$ cat src/rtl/vending_machine_multi.sv
// Multi-product vending controller: bounded coin credit, per-product prices, one-coin-per-ack change return.
// Optional per-product stock counters are built when VM_STOCK_EN is defined.
module vending_machine_multi #(
  parameter int NUM_PRODUCTS = 4,
  parameter int SEL_W = 2,
  parameter int CREDIT_W = 8,
  parameter int MAX_CREDIT = 100,
  parameter logic [NUM_PRODUCTS*CREDIT_W-1:0] PRICE_LIST = 32'h32_23_19_0F,
  parameter int STOCK_W = 4,
  parameter int STOCK_INIT = 8
) (
  input  logic                    clk,
  input  logic                    reset_n,
  input  logic                    coin5,
  input  logic                    coin10,
  input  logic                    coin25,
  input  logic                    select,
  input  logic [SEL_W-1:0]        sel_id,
  input  logic                    cancel,
  input  logic                    restock,
  input  logic                    change_ack,
  output logic                    dispense,
  output logic [SEL_W-1:0]        dispense_id,
  output logic                    change_valid,
  output logic [1:0]              change_coin,
  output logic [CREDIT_W-1:0]     credit,
  output logic                    coin_reject,
  output logic                    busy,
  output logic [NUM_PRODUCTS-1:0] sold_out
);

  typedef enum logic [1:0] {IDLE, COLLECT, VEND, CHANGE} state_t;

  state_t                state_reg, state_next;
  logic [CREDIT_W-1:0]   credit_reg, credit_next;
  logic [SEL_W-1:0]      vend_id_reg, vend_id_next;
  logic                  dispense_reg, change_valid_reg, coin_reject_reg, busy_reg;
  logic [1:0]            change_coin_reg;
  logic                  reject_next;
  logic [NUM_PRODUCTS-1:0] sold_out_w;
  logic [CREDIT_W-1:0]   price_arr [NUM_PRODUCTS];
  logic [CREDIT_W-1:0]   sel_price, vend_price, coin_val;
  logic                  sel_ok, any_coin, one_coin;
  logic [CREDIT_W:0]     coin_sum;

  function automatic logic [CREDIT_W-1:0] coin_value(input logic [1:0] c);
    case (c)
      2'b01:   coin_value = CREDIT_W'(5);
      2'b10:   coin_value = CREDIT_W'(10);
      2'b11:   coin_value = CREDIT_W'(25);
      default: coin_value = '0;
    endcase
  endfunction

  // Greedy change: largest denomination not exceeding the remaining credit.
  function automatic logic [1:0] coin_for(input logic [CREDIT_W-1:0] c);
    if (c >= CREDIT_W'(25))      coin_for = 2'b11;
    else if (c >= CREDIT_W'(10)) coin_for = 2'b10;
    else if (c >= CREDIT_W'(5))  coin_for = 2'b01;
    else                         coin_for = 2'b00;
  endfunction

  for (genvar gi = 0; gi < NUM_PRODUCTS; gi++) begin : g_price
    assign price_arr[gi] = PRICE_LIST[gi*CREDIT_W +: CREDIT_W];
  end

  always_comb begin
    sel_price  = '0;
    sel_ok     = 1'b0;
    vend_price = '0;
    for (int i = 0; i < NUM_PRODUCTS; i++) begin
      if (sel_id == SEL_W'(i)) begin
        sel_price = price_arr[i];
        sel_ok    = !sold_out_w[i];
      end
      if (vend_id_reg == SEL_W'(i))
        vend_price = price_arr[i];
    end
  end

  assign any_coin = coin5 | coin10 | coin25;
  assign one_coin = (coin5 ^ coin10 ^ coin25) & ~(coin5 & coin10 & coin25);
  assign coin_val = coin25 ? CREDIT_W'(25) : coin10 ? CREDIT_W'(10) : coin5 ? CREDIT_W'(5) : '0;
  assign coin_sum = {1'b0, credit_reg} + {1'b0, coin_val};

  always_comb begin
    state_next   = state_reg;
    credit_next  = credit_reg;
    vend_id_next = vend_id_reg;
    reject_next  = 1'b0;
    case (state_reg)
      IDLE, COLLECT: begin
        // Cancel beats coins beats select; a coin alongside an honoured cancel is refused.
        if (cancel && credit_reg != '0) begin
          state_next  = CHANGE;
          reject_next = any_coin;
        end else if (any_coin) begin
          if (!one_coin || coin_sum > (CREDIT_W+1)'(MAX_CREDIT)) begin
            reject_next = 1'b1;
          end else begin
            credit_next = coin_sum[CREDIT_W-1:0];
            state_next  = COLLECT;
          end
        end else if (select && sel_ok && credit_reg >= sel_price) begin
          state_next   = VEND;
          vend_id_next = sel_id;
        end
      end
      VEND: begin
        reject_next = any_coin;
        credit_next = credit_reg - vend_price;
        state_next  = (credit_next != '0) ? CHANGE : IDLE;
      end
      CHANGE: begin
        reject_next = any_coin;
        if (change_ack) begin
          credit_next = credit_reg - coin_value(change_coin_reg);
          if (credit_next == '0)
            state_next = IDLE;
        end
      end
      default: state_next = IDLE;
    endcase
  end

  // Outputs are registered from next-state values so they line up with the state they describe.
  always_ff @(posedge clk or negedge reset_n) begin
    if (!reset_n) begin
      state_reg        <= IDLE;
      credit_reg       <= '0;
      vend_id_reg      <= '0;
      dispense_reg     <= 1'b0;
      change_valid_reg <= 1'b0;
      change_coin_reg  <= 2'b00;
      coin_reject_reg  <= 1'b0;
      busy_reg         <= 1'b0;
    end else begin
      state_reg        <= state_next;
      credit_reg       <= credit_next;
      vend_id_reg      <= vend_id_next;
      dispense_reg     <= (state_next == VEND);
      change_valid_reg <= (state_next == CHANGE);
      change_coin_reg  <= (state_next == CHANGE) ? coin_for(credit_next) : 2'b00;
      coin_reject_reg  <= reject_next;
      busy_reg         <= (state_next == VEND) || (state_next == CHANGE);
    end
  end

`ifdef VM_STOCK_EN
  for (genvar gi = 0; gi < NUM_PRODUCTS; gi++) begin : g_stock
    logic [STOCK_W-1:0] stock_reg, stock_next;
    logic               empty_reg;

    // Restock overrides a same-cycle vend; the counter saturates at zero.
    always_comb begin
      stock_next = stock_reg;
      if (restock)
        stock_next = STOCK_W'(STOCK_INIT);
      else if (state_reg == VEND && vend_id_reg == SEL_W'(gi) && stock_reg != '0)
        stock_next = stock_reg - STOCK_W'(1);
    end

    always_ff @(posedge clk or negedge reset_n) begin
      if (!reset_n) begin
        stock_reg <= STOCK_W'(STOCK_INIT);
        empty_reg <= (STOCK_INIT == 0);
      end else begin
        stock_reg <= stock_next;
        empty_reg <= (stock_next == '0);
      end
    end

    assign sold_out_w[gi] = empty_reg;
  end
`else
  logic unused_restock;
  assign unused_restock = restock;
  assign sold_out_w     = '0;
`endif

  assign dispense     = dispense_reg;
  assign dispense_id  = vend_id_reg;
  assign change_valid = change_valid_reg;
  assign change_coin  = change_coin_reg;
  assign credit       = credit_reg;
  assign coin_reject  = coin_reject_reg;
  assign busy         = busy_reg;
  assign sold_out     = sold_out_w;

endmodule

$ cat config.mk
export PLATFORM = sky130hd
export DESIGN_NAME = vending_machine_multi
export DESIGN_NICKNAME = d
export VERILOG_FILES = /design/src/rtl/vending_machine_multi.sv
export SDC_FILE = /design/constraint.sdc
export NUM_CORES = 1
export LEC_CHECK = 0
export ABC_AREA = 1
export CORE_UTILIZATION = 61
export DETAILED_ROUTE_END_ITERATION = 7
export PLACE_DENSITY = 0.87
export SYNTH_ARGS = -nofsm -noshare
export SYNTH_HDL_FRONTEND = slang
export SYNTH_SLANG_ARGS = --single-unit
$ cat constraint.sdc
create_clock -name clk -period 7.5 [get_ports clk]
set_input_delay 1.5 -clock clk [delete_from_list [all_inputs] [get_ports clk]]
set_output_delay 1.5 -clock clk [all_outputs]
set_load 0.05 [all_outputs]
==> metrics.txt, run 1 <==
first-pass GRT wire length=10500 um; Max Freq=0.223 GHz; gr ovfl total=0; Final setup viols=0; mapped cell area=2290 um^2; crit path time final=4.49 ns; largest net degree at the start of global routing=19; Post-Route WL=5910 um; GRT Overall Usage=33.6%; io pins=31; Vias/cell=5.42; most frequent cells in the layout=86 x nand2_1, 50 x inv_1, 33 x nor2_1, 29 x a21oi_1, 26 x nand3_1; R2R setup slack=4.35 ns; area grow syn2layout=13.2%; Clock Tree Root=clkbuf_8; top post-synthesis cells by area=dfrtp_1 20%, nand2_1 14%, ha_1 14%; Yosys warning count=0; Fillers=307; Worst-Margin Slew=0.785 ns; crit start category=input port; TritonCTS clock tree=done; Antenna Cells=0; share of the synthesized area in the top cell type=19.7%; CP endpoint kind=flip-flop; crit share post-route=59.9%; die area=4010 um^2; Die Height=63.3 um; Worst Setup Path Type=in -> reg; Worst Path Required=7.68 ns; RSZ-0062 raised after global routing=no; grt met2 use=56.3%; post-synthesis sequential area ratio=19.7%; CTS clock-pin slew for the worst setup and hold paths=0.07 ns; Main synth FF type=dfrtp_1; Final Hold Vio Count=0; max FFs per register=8; crit path DAT=4.67 ns; CP dominant cell by count=nand2_1; Hold Buf Count CTS=0; status=finished, final reports clean; CP max-delay cell=clkdlybuf4s50_1; hold-critical path depth=2; vias in the first global route=2256; core area=3470 um^2; Syn Inst Count=350; clk_skew=0.00255 ns; Reg2Reg Depth=19; commonest non-fill, non-tap cell in the layout=nand2_1; clk sinks=18; cell taking the most area after synthesis=dfrtp_1; FFs w/ async S/R, synth=100%; number of core rows=21; fin. max-slew vios=0; FF/Latch Area=450 um^2; MaxCap Viol Count=0; Hold EP=dispense_id[0]; Final nets=411; DRC violations left=0; DR WL/cell=14.2 um; worst flop-to-flop path endpoint=change_coin[0]; grt peak-use layer=met2; Initial Util=66.1%; Bufs on Longest Clock Path=2; initial DRC count=120; Reg-to-Reg Start=credit[1]; CTS resizes=0; setup TNS=0 ns; register bit total from synthesis=18; H-tree levels=1; RePlAce Congestion=0.938; buffers added on ports=25; Vias=2260; initial antenna violation count=0; Post-Syn Area per Cell=6.55 um^2; count of cell types in the netlist=35; Setup Fix Bufs, Post-CTS=0; met1 usage=43.5%; hpwl dp=4660 um; share of cells above drive strength 1=7.82%; Hold Path Class=reg -> reg; crit-path max FO=12; Hold Path Origin=dispense_id[0]; Initial DRT Pass Iterations=4; EDFF count, synth=0; Clk Latency, worst-skew pair=0.26 ns; CP startpoint=coin10; multi-input logic area=1570 um^2; met3 usage in global routing=4.89%; Die X=63.3 um; final antenna-violating net count=0; Slew HR=47.5%; CTS buffer count=3; Max stage delay on crit path=0.42 ns
stage by stage:
stage	cells	setup slack (ns)	area, um^2	utilization [%]	hold WS (ns)
finish	417	3.01	2590	74.8	0.661
global route	417	2.66	2590	74.8	0.701
CTS	417	3.02	2590	74.8	0.658
detailed placement	413	2.76	2540	73.2	0.641
global placement	413	2.83	2540	73.2	0.640
floorplan	353	3.65	2300	-	0.541
worst max-delay path by stage:
| stage | end | slack (ns) |
|---|---|---|
| floorplan | change_coin[0] | 3.65 |
| global placement | change_coin[0] | 2.83 |
| detailed placement | change_coin[0] | 2.76 |
| CTS | change_coin[0] | 3.02 |
| global route | change_coin[0] | 2.66 |
| finish | change_coin[0] | 3.01 |
area by class of cell:
cell class	count	share of cell area (%)
inverters	55	7.96
clock buffers	4	2.12
repair buffers	25	9.65
multi-input cells	269	60.7
well taps	46	2.22
flip-flops and latches	18	17.4
cells in the mapped netlist, types with 3 or more instances:
library cell,number
nand2_1,86
nand3_1,26
ha_1,25
xor2_1,5
nand3b_1,3
nor2_2,4
dfrtp_1,18
inv_2,3
nand2_2,9
nor3_1,3
clkbuf_1,3
nand4_1,4
a21oi_1,29
nor2_1,33
xnor2_1,4
inv_1,50
fa_1,3
o21bai_1,3
buf_4,6
o21ai_0,14
worst max-delay path, delay by kind of cell:
family / cells / cell delay [ns]
buffers and inverters: 6 / 0.92
AOI/OAI and AO/OA: 1 / 0.11
adders and majority gates: 3 / 0.73
and+or+nand+nor: 15 / 1.40
logic make-up after synthesis:
family / Yosys count / synth area share [%]
AO/OA/AOI/OAI: 52 / 12.9
XOR/XNOR: 9 / 3.44
adder cells (fa/ha/maj): 28 / 16.3
buffers and inverters: 66 / 12.2
flip-flops: 18 / 19.7
other: 1 / 0.164
AND/OR/NAND/NOR: 176 / 35.4
per-layer routing:
layer  wire length, um  up-vias
met3               404       17
met1              2550     1006
li1                  -     1155
met5                 0        -
met2              2800       82
met4               151        0
Power of run 1 is not shown: default switching activity piles up to over one toggle a cycle in this logic, so the estimate is an artifact.
==> run 2: changes to the inputs <==
--- a/config.mk
+++ b/config.mk
@@ -6,9 +6,9 @@
 export NUM_CORES = 1
 export LEC_CHECK = 0
 export ABC_AREA = 1
-export CORE_UTILIZATION = 61
+export CORE_UTILIZATION = 56
 export DETAILED_ROUTE_END_ITERATION = 7
-export PLACE_DENSITY = 0.87
+export PLACE_DENSITY = 0.81
 export SYNTH_ARGS = -nofsm -noshare
 export SYNTH_HDL_FRONTEND = slang
 export SYNTH_SLANG_ARGS = --single-unit
==> constraint.sdc (replaced) <==
create_clock -name clk -period 4.55 [get_ports clk]
set_input_delay 0.91 -clock clk [delete_from_list [all_inputs] [get_ports clk]]
set_output_delay 0.91 -clock clk [all_outputs]
set_load 0.05 [all_outputs]
==> metrics.txt, run 2 (synthesis gave the netlist of run 1 again) <==
status=finished, final reports clean; DRC violations left=0 (unchanged); Clock Tree Root=clkbuf_8; clk sinks=18 (unchanged); commonest non-fill, non-tap cell in the layout=nand2_1; Hold Path Origin=dispense_id[0]; TritonCTS clock tree=done; Vias/cell=5.40 (-0.35%); clk_skew=0.00218 ns (-0.000375 ns); hold-critical path depth=2 (unchanged); Reg2Reg Depth=19 (unchanged); RSZ-0062 raised after global routing=no; most frequent cells in the layout=86 x nand2_1, 50 x inv_1, 33 x nor2_1, 29 x a21oi_1, 26 x nand3_1; max FFs per register=8 (unchanged); CP endpoint kind=flip-flop; Bufs on Longest Clock Path=2 (unchanged); Final nets=411 (unchanged); CTS resizes=0 (unchanged); crit share post-route=87.5%; DR WL/cell=13.8 um (-2.4%); Setup Fix Bufs, Post-CTS=0 (unchanged); buffers added on ports=25 (unchanged); largest net degree at the start of global routing=19 (unchanged); Post-Route WL=5790 um (-1.9%); crit path time final=3.98 ns; Die X=66.0 um (+4.2%); crit start category=input port; Initial DRT Pass Iterations=5 (+1); hpwl dp=4610 um (-1.1%); Final setup viols=0 (unchanged); CTS buffer count=3 (unchanged); Hold Buf Count CTS=0 (unchanged); Vias=2263 (+0.13%); vias in the first global route=2153 (-4.6%); Reg-to-Reg Start=credit[1]; Worst-Margin Slew=0.796 ns (+0.0108 ns); crit-path max FO=12 (unchanged); Worst Path Required=4.74 ns (-2.94 ns); share of cells above drive strength 1=7.82% (unchanged); RePlAce Congestion=0.948 (+1.0%); MaxCap Viol Count=0 (unchanged); first-pass GRT wire length=9740 um (-7.0%); io pins=31 (unchanged); number of core rows=22 (+4.8%); Slew HR=46.8% (-0.72 points); Max Freq=0.251 GHz; Worst Setup Path Type=in -> reg; final antenna-violating net count=0 (unchanged); Hold Path Class=reg -> reg; H-tree levels=1 (unchanged); area grow syn2layout=13.3% (about the same); Antenna Cells=0 (unchanged); fin. max-slew vios=0 (unchanged); Final Hold Vio Count=0 (unchanged); CP startpoint=coin10; gr ovfl total=0 (unchanged); die area=4350 um^2 (+8.6%); Initial Util=60.3% (-5.7 points); initial antenna violation count=0 (unchanged); Fin Hold WS=0.673 ns (+0.0119 ns); Clk Latency, worst-skew pair=0.26 ns (about the same); crit path DAT=4.17 ns (-0.50 ns); CTS clock-pin slew for the worst setup and hold paths=0.07 ns (about the same); core area=3800 um^2 (+9.5%); GRT Overall Usage=29.5% (-4.1 points); Die Height=66.0 um (+4.2%); initial DRC count=219 (+83%); setup TNS=0 ns (unchanged)
-- run 2: cell counts in the layout (fill, tap and decap cells not counted) --
Identical to the previous run, type by type.
-- run 2: layout make-up --
cell class | count | area [um^2]
Clock buffer | 4 | 55.1
Fill cell | 355 | 1200
Inverter | 55 | 206
Multi-Input combinational cell | 269 | 1570
Sequential cell | 18 | 450
Tap cell | 48 | 60.1
Timing Repair Buffer | 25 | 250
-- run 2: path summary, 6_finish.rpt --
path / endpoint / slack (ns)
worst max-delay path: change_coin[0] / 0.57
worst min-delay path: dispense_id[0] / 0.67
worst max register to register: change_coin[0] / 1.35
worst min register to register: dispense_id[0] / 0.67
max in group asynchronous: credit[0] / 2.94
min in group asynchronous: change_valid / 1.11
-- run 2: per-layer routing --
layer  part of all wire [%]  GRT usage, %  vias to the layer above
met5                      0             0                        -
met4                    1.5          8.51                        0
met3                    7.6          4.48                       10
met2                     46          49.9                       79
met1                     45          38.7                     1023
li1                       -             -                     1151
-- run 2: metrics by stage --
step / utilization (%) / setup WS, ns / cell area, um^2 / std cells
floorplan: - / 1.29 / 2300 / 353
global placement: 66.9 / 0.454 / 2540 / 415
detailed placement: 66.9 / 0.334 / 2540 / 415
CTS: 68.3 / 0.599 / 2600 / 419
global route: 68.3 / 0.229 / 2600 / 419
finish: 68.3 / 0.569 / 2600 / 419
-- run 2: critical path: stages --
cell             delay (ns)
clkdlybuf4s50_1        0.42
inv_1                  0.12
ha_1                   0.15
inv_1                  0.04
nand2_1                0.06
ha_1                   0.19
inv_1                  0.07
fa_1                   0.40
inv_1                  0.09
nand3_1                0.08
nand2_1                0.08
nand2_1                0.04
nand2_1                0.08
nand3_1                0.12
nand3_4                0.14
nand4_4                0.19
clkinv_1               0.15
nand2_1                0.06
nand3_1                0.12
nand2_1                0.12
nor2_1                 0.12
nand2_1                0.09
nor2_2                 0.12
nand2_1                0.07
a21oi_1                0.12
Power of run 2 is left out for the same reason.
